[src/rtl/spi_pkg.sv]
// Shared definitions for the SPI receive path.
//   SPI_DATA_WIDTH : bits per received symbol
//   SPI_DATA_DEPTH : symbols per SPI frame
//   SPI_FRAME_W    : bits per complete frame
//   SPI_FIFO_DEPTH : frames buffered between the SPI front end and the consumer
package spi_pkg;

  localparam int SPI_DATA_WIDTH = 2;
  localparam int SPI_DATA_DEPTH = 16;
  localparam int SPI_FRAME_W    = SPI_DATA_WIDTH * SPI_DATA_DEPTH;
  localparam int SPI_FIFO_DEPTH = 4;

  typedef enum logic {UNPK_IDLE, UNPK_EMIT} unpk_state_t;

  typedef logic [SPI_FRAME_W-1:0] spi_frame_t;

endpackage

[src/rtl/sync_fifo.sv]
// Single-clock FIFO with a combinational read of the head entry, so a frame
// written at one edge can be popped at the very next edge.
// Ports:
//   clk   : clock
//   rst   : synchronous active-high reset (pointers and count to 0)
//   push  : write wdata (ignored when full unless a pop happens the same cycle)
//   pop   : remove head entry (ignored when empty)
//   wdata : entry to write
//   rdata : current head entry (valid when !empty)
//   count : entries stored, 0..DEPTH
//   full  : count == DEPTH
//   empty : count == 0
module sync_fifo #(
  parameter int WIDTH = 32,
  parameter int DEPTH = 4
) (
  input  logic                       clk,
  input  logic                       rst,
  input  logic                       push,
  input  logic                       pop,
  input  logic [WIDTH-1:0]           wdata,
  output logic [WIDTH-1:0]           rdata,
  output logic [$clog2(DEPTH+1)-1:0] count,
  output logic                       full,
  output logic                       empty
);

  localparam int AW = $clog2(DEPTH);
  localparam int CW = $clog2(DEPTH+1);

  logic [WIDTH-1:0] mem [DEPTH];
  logic [AW-1:0]    wr_ptr_reg;
  logic [AW-1:0]    rd_ptr_reg;
  logic [CW-1:0]    count_reg;
  logic             do_push;
  logic             do_pop;

  always_comb begin
    full    = (count_reg == CW'(DEPTH));
    empty   = (count_reg == '0);
    do_pop  = pop && !empty;
    // A pop in the same cycle frees the slot the push is about to use.
    do_push = push && (!full || do_pop);
  end

  // Storage carries no reset; only the pointers define what is valid.
  always_ff @(posedge clk) begin
    if (do_push) begin
      mem[wr_ptr_reg] <= wdata;
    end
  end

  // DEPTH is a power of two, so the pointers wrap naturally.
  always_ff @(posedge clk) begin
    if (rst) begin
      wr_ptr_reg <= '0;
      rd_ptr_reg <= '0;
      count_reg  <= '0;
    end else begin
      if (do_push) begin
        wr_ptr_reg <= wr_ptr_reg + AW'(1);
      end
      if (do_pop) begin
        rd_ptr_reg <= rd_ptr_reg + AW'(1);
      end
      if (do_push && !do_pop) begin
        count_reg <= count_reg + CW'(1);
      end else if (!do_push && do_pop) begin
        count_reg <= count_reg - CW'(1);
      end
    end
  end

  assign rdata = mem[rd_ptr_reg];
  assign count = count_reg;

endmodule

[src/rtl/spi_frame_unpacker.sv]
// Buffers complete SPI frames in a small FIFO and replays each frame one
// symbol per transfer over a valid/ready stream, first-received symbol first.
// Ports:
//   clk         : clock
//   rst         : synchronous active-high reset; discards all frames
//   frame_valid : one-cycle pulse, frame_data holds a complete frame
//   frame_data  : frame, symbol 0 in the top DATA_WIDTH bits
//   sym_ready   : consumer accepts the current symbol
//   sym_valid   : sym_data/sym_index/sym_last are valid
//   sym_data    : current symbol
//   sym_index   : position of sym_data within its frame
//   sym_last    : current symbol is the final one of its frame
//   fifo_count  : frames buffered, excluding the frame being emitted
//   overflow    : sticky, a frame arrived while the FIFO was full
module spi_frame_unpacker
  import spi_pkg::*;
#(
  parameter int DATA_WIDTH = SPI_DATA_WIDTH,
  parameter int DATA_DEPTH = SPI_DATA_DEPTH,
  parameter int FIFO_DEPTH = SPI_FIFO_DEPTH
) (
  input  logic                            clk,
  input  logic                            rst,
  input  logic                            frame_valid,
  input  logic [DATA_WIDTH*DATA_DEPTH-1:0] frame_data,
  input  logic                            sym_ready,
  output logic                            sym_valid,
  output logic [DATA_WIDTH-1:0]           sym_data,
  output logic [$clog2(DATA_DEPTH)-1:0]   sym_index,
  output logic                            sym_last,
  output logic [$clog2(FIFO_DEPTH+1)-1:0] fifo_count,
  output logic                            overflow
);

  localparam int FW = DATA_WIDTH * DATA_DEPTH;
  localparam int IW = $clog2(DATA_DEPTH);

  unpk_state_t   state_reg;
  logic [FW-1:0] hold_reg;
  logic [IW-1:0] index_reg;
  logic          valid_reg;
  logic          last_reg;
  logic          overflow_reg;

  logic [FW-1:0] fifo_rdata;
  logic          fifo_full;
  logic          fifo_empty;
  logic          fifo_push;
  logic          fifo_pop;
  logic          xfer;

  always_comb begin
    xfer      = valid_reg && sym_ready;
    // Pop either to start emitting from idle, or to chain the next frame
    // straight behind the last symbol so the stream has no bubble.
    fifo_pop  = !fifo_empty && ((state_reg == UNPK_IDLE) || (xfer && last_reg));
    fifo_push = frame_valid && (!fifo_full || fifo_pop);
  end

  sync_fifo #(
    .WIDTH (FW),
    .DEPTH (FIFO_DEPTH)
  ) u_fifo (
    .clk   (clk),
    .rst   (rst),
    .push  (fifo_push),
    .pop   (fifo_pop),
    .wdata (frame_data),
    .rdata (fifo_rdata),
    .count (fifo_count),
    .full  (fifo_full),
    .empty (fifo_empty)
  );

  always_ff @(posedge clk) begin
    if (rst) begin
      state_reg    <= UNPK_IDLE;
      hold_reg     <= '0;
      index_reg    <= '0;
      valid_reg    <= 1'b0;
      last_reg     <= 1'b0;
      overflow_reg <= 1'b0;
    end else begin
      if (frame_valid && !fifo_push) begin
        overflow_reg <= 1'b1;
      end

      case (state_reg)
        UNPK_IDLE: begin
          if (fifo_pop) begin
            hold_reg  <= fifo_rdata;
            index_reg <= '0;
            valid_reg <= 1'b1;
            last_reg  <= (DATA_DEPTH == 1);
            state_reg <= UNPK_EMIT;
          end
        end

        UNPK_EMIT: begin
          // Without a transfer everything holds, keeping the stall stable.
          if (xfer) begin
            if (!last_reg) begin
              hold_reg  <= hold_reg << DATA_WIDTH;
              index_reg <= index_reg + IW'(1);
              last_reg  <= (index_reg == IW'(DATA_DEPTH-2));
            end else if (fifo_pop) begin
              hold_reg  <= fifo_rdata;
              index_reg <= '0;
              last_reg  <= (DATA_DEPTH == 1);
            end else begin
              index_reg <= '0;
              valid_reg <= 1'b0;
              last_reg  <= 1'b0;
              state_reg <= UNPK_IDLE;
            end
          end
        end

        default: state_reg <= UNPK_IDLE;
      endcase
    end
  end

  assign sym_valid = valid_reg;
  assign sym_data  = hold_reg[FW-1 -: DATA_WIDTH];
  assign sym_index = index_reg;
  assign sym_last  = last_reg;
  assign overflow  = overflow_reg;

endmodule

[config.mk]
export PLATFORM = sky130hd
export DESIGN_NAME = spi_frame_unpacker
export DESIGN_NICKNAME = d
export VERILOG_FILES = /design/src/rtl/spi_pkg.sv /design/src/rtl/sync_fifo.sv /design/src/rtl/spi_frame_unpacker.sv
export SDC_FILE = /design/constraint.sdc
export NUM_CORES = 1
export LEC_CHECK = 0
export CAP_MARGIN = 20
export CORE_MARGIN = 2
export CORE_UTILIZATION = 30
export CTS_BUF_LIST = sky130_fd_sc_hd__clkbuf_16
export DETAILED_ROUTE_END_ITERATION = 6
export DONT_BUFFER_PORTS = 1
export SLEW_MARGIN = 20
export SYNTH_ARGS = -nofsm -noshare
export SYNTH_HDL_FRONTEND = slang
export SYNTH_SLANG_ARGS = --single-unit
[constraint.sdc]
create_clock -name clk -period 4.81 [get_ports clk]
set_clock_uncertainty 0.05 [all_clocks]
set_input_delay 1.443 -clock clk [delete_from_list [all_inputs] [get_ports clk]]
set_output_delay 1.443 -clock clk [all_outputs]
set_load 0.02 [all_outputs]
==> impl.org <==
** Clock tree
- CTS tree :: done
- Number of setup buffers added after CTS :: 0
- TritonCTS buffer count :: 17
- Clock latency on the worst-skew pair, taken at its later pin, is 0.42 ns.
- Clock buffer depth :: 2
- The H-tree was split into 4 levels.
- CTS root buffer :: clkbuf_16
- In this run, post-CTS hold repair placed 0 buffers.
- After clock tree synthesis, the clock-pin slew on the worst setup and hold paths is 0.06 ns.
- Sinks on the clock net :: 177
- Total of cells resized after clock tree synthesis :: 0

** Hold path
- Launch point of the worst hold path :: hold_reg[1]
- The path class of the tightest hold or removal check is flop to flop.
- Worst min-delay path endpoint :: hold_reg[1]
- Hold Path Stages :: 2

** STA
- The worst path meets setup with 1.925 ns of slack.
- Final hold vios :: 0
- The final-report max-slew violation count came to 0.
- Timing would allow up to 346.6 MHz.
- For the final routed database, the setup TNS stands at 0 ns.
- Setup repair after global routing left no endpoint under its margin.
- Relative slew margins :: 65.22%
- Share of the clock period used by the worst path :: 59.99%
- Minimum clock period after layout :: 2.885 ns
- Count of final setup violators :: 0
- At the pin with the least slew margin, the transition time is 0.5216 ns.

** Critical path
- For the worst flop-to-flop path, the logic depth is 8.
- Critical register-to-register path endpoint :: u_fifo.count[2]
- Ordered cell list for the critical path :: nand3_2 -> a31oi_4 -> ha_1 -> inv_1 -> fa_1 -> xor2_1 -> or3_1 -> a21oi_1
- In this run the worst path has a maximum fanout of 7.
- Data arrives at the worst endpoint at 3.19 ns.
- The largest single stage delay on the critical path is 0.38 ns.
- Data required time of the critical path :: 5.11 ns
- Sort of element at the end of the critical path :: flop
- R2R Setup Slk :: 2.29 ns
- The worst setup path is of the primary input to flop kind.
- Slowest cell on crit path :: fa_1
- Launching point of the worst reg2reg path :: u_fifo.count[0]
- Critical path startpoint category :: primary input

** Floorplanning
- Area enclosed by the die boundary :: 24420 µm²
- Starting Density :: 30.63%
- CORE AREA :: 22710 µm²
- The die is 156.3 µm tall.
- Die extent in x :: 156.3 µm
- During I/O placement, the number of pins put on the boundary was 48.
- Number of cell rows :: 55

** Synth
- For this run, asynchronously set or reset flops after synthesis account for 0%.
- For this run, the number of Yosys warnings is 0.
- After synthesis the netlist holds a flip-flop and latch count of 177.
- Sequential elements use 69.35% of the synthesized area.
- Each instance of the synthesized netlist takes up on average 17.13 µm².
- Top post-synthesis cells by area :: edfxtp_1 55%, dfxtp_1 14%, mux4_2 9.4%
- After synthesis, the largest area contributor takes up 55.25% of total cell area.
- After synthesis the cells add up to 6957 µm².
- Post-synth EDFFs :: 128
- Synth cell count leaders :: 128 x edfxtp_1, 49 x dfxtp_1, 36 x a21oi_1, 36 x inv_1, 30 x o221a_1
- Synthesis produced a netlist whose cell count is 406.
- The netlist uses 42 different library cells.
- Post-synth top area cell :: edfxtp_1
- Among all cell types in the netlist, the one instantiated most often is edfxtp_1.
- Synthesis produced a netlist with a net count of 450.
- Main flop type after synthesis :: edfxtp_1

** Route
- The first detailed-routing pass took 4 iterations.
- First DRT Iteration DRCs :: 205
- Remaining routing DRC violations :: 0
- Detailed routing inserted a total of 3476 vias.
- Vias/cell :: 4.930
- Total length of routed wires :: 13500 µm
- Antenna violation net count after detailed routing :: 0
- Detailed-route wire length per cell :: 19.15 µm

** Cells and area
- P&R area growth vs syn :: 11.12%
- Share of layout cells above drive strength 1 :: 18.10%
- The number of antenna diodes in the final layout is 0.
- Once layout is complete, the cells apart from fillers number 705.
- Fill cells in the final layout number 2129.
- The net count of the finished layout is 451.
- The register with the most flip-flops in the layout has 128 of them.
- Once layout is done, the placed cells without fillers occupy 7730 µm².

** Pwr
- Sw Ratio :: 28.36%
- The clock network accounts for 30.5% of the total power.
- Summed over all cells, the static leakage comes to 2.508 nW.
- Summed over all nets, the switching power comes to 1.173 mW.
- Power spread over the standard cell area amounts to 535.0 nW/µm².
- Internal Dissipation :: 2.963 mW
- Max VDD drop :: 0.2677 mV
- Sequential fraction of design power :: 49.1%
- In this run, the combinational gates consume 20.4% of the power.

** Global routing
- Pin count of the biggest net entering global routing :: 53
- The initial antenna violation count is 0.
- Met3 layer usage reported by global route :: 4.625%
- In the global route stage, met1 resource usage came out at 13.61%.
- The number of global-route vias before repair came to 3692.
- The global routing stage identified its most utilized layer as met2.
- For this run, global-route usage on met2 was measured as 19.49%.
- First-pass GRT wire length :: 21280 µm
- GRT Residual Overflow :: 0
- In the global route stage, overall resource usage came out at 11.72%.

** Placement
- The placed instances occupy a cell area of 7184 µm².
- Dpl cells :: 673
- Buffers on Ports :: 0
- Weighted congestion reported at the end of routability-driven placement :: 0.7112
- OpenSTA, run right after detailed placement, puts the worst setup slack at 1.507 ns.
- Detailed-placement wirelength estimate :: 8152 µm

** Run
- The tool flagged a number of max-cap violations equal to 0.

** Run status
- Status :: complete, no violations
-- cells in the final DEF (no fill, tap or decap), types with 4 or more instances in the layout --
| cell | count |
|---|---|
| a21oi_1 | 36 |
| and2_1 | 5 |
| buf_4 | 9 |
| clkbuf_16 | 17 |
| clkinv_1 | 4 |
| dfxtp_1 | 48 |
| edfxtp_1 | 128 |
| ha_1 | 7 |
| inv_1 | 37 |
| mux2_2 | 4 |
| mux4_2 | 29 |
| nand2b_1 | 5 |
| nor2_1 | 11 |
| o21ai_0 | 4 |
| o221a_1 | 30 |
-- cell families after synthesis --
kind of cell / after synthesis / share of synthesized area, %
flip-flops: 177 / 69.35
AO/OA/AOI/OAI: 86 / 9.802
buffers and inverters: 63 / 4.784
multiplexers: 38 / 11.46
AND/OR/NAND/NOR: 32 / 2.806
adder cells (fa/ha/maj): 8 / 1.547
XOR/XNOR: 2 / 0.2518
-- metrics by stage --
| stage | total power, mW | utilization, % | hold WS [ns] |
|---|---|---|---|
| floorplan | 2.773 | - | 0.4054 |
| global placement | 2.893 | 31.64 | 0.4223 |
| detailed placement | 2.924 | 31.64 | 0.4216 |
| CTS | 4.183 | 34.04 | 0.4325 |
| global route | 4.338 | 34.04 | 0.4483 |
| finish | 4.135 | 34.04 | 0.4330 |
-- power groups by stage --
| stage | clock network (mW) | logic [mW] | registers [mW] |
|---|---|---|---|
| 2_1_floorplan | 0 | 0.780 | 1.99 |
| 3_3_place_gp | 0 | 0.838 | 2.06 |
| 3_5_place_dp | 0 | 0.861 | 2.06 |
| 4_1_cts | 1.29 | 0.860 | 2.03 |
| 5_1_grt | 1.35 | 0.928 | 2.06 |
| 6_report | 1.26 | 0.843 | 2.03 |
-- layout make-up --
type                            instances  area, µm²  share of cell area (%)
Clock buffer                           17      425.4                   5.503
Clock inverter                         15      120.1                   1.554
Inverter                               36      135.1                   1.748
Multi-Input combinational cell        166       1799                   23.28
Sequential cell                       177       4826                   62.43
Tap cell                              285      356.6                   4.613
Timing Repair Buffer                    9      67.56                  0.8741
-- worst max path at each step --
stage / endpoint / slack, ns / start / cells past startpoint
finish: u_fifo.count[2] / 1.92 / sym_ready / 8
global route: u_fifo.count[2] / 1.82 / sym_ready / 8
CTS: u_fifo.count[2] / 1.95 / sym_ready / 8
detailed placement: u_fifo.count[2] / 1.51 / sym_ready / 8
global placement: u_fifo.count[2] / 1.55 / sym_ready / 8
floorplan: u_fifo.count[2] / 1.59 / sym_ready / 10
-- routing by layer --
layer,vias to the layer above,share of wire [%]
met2,65,49
met4,0,1.5
met3,16,7.3
met1,1808,42
li1,1587,-
met5,-,0
-- critical path: cells and delay by family --
kind	cells	cell delay (ns)
AO/OA/AOI/OAI	2	0.43
XOR/XNOR	1	0.18
adder cells (fa/ha/maj)	2	0.61
buffers and inverters	1	0.06
AND/OR/NAND/NOR	2	0.45
No activity file was read; power rests on OpenSTA's default activity.
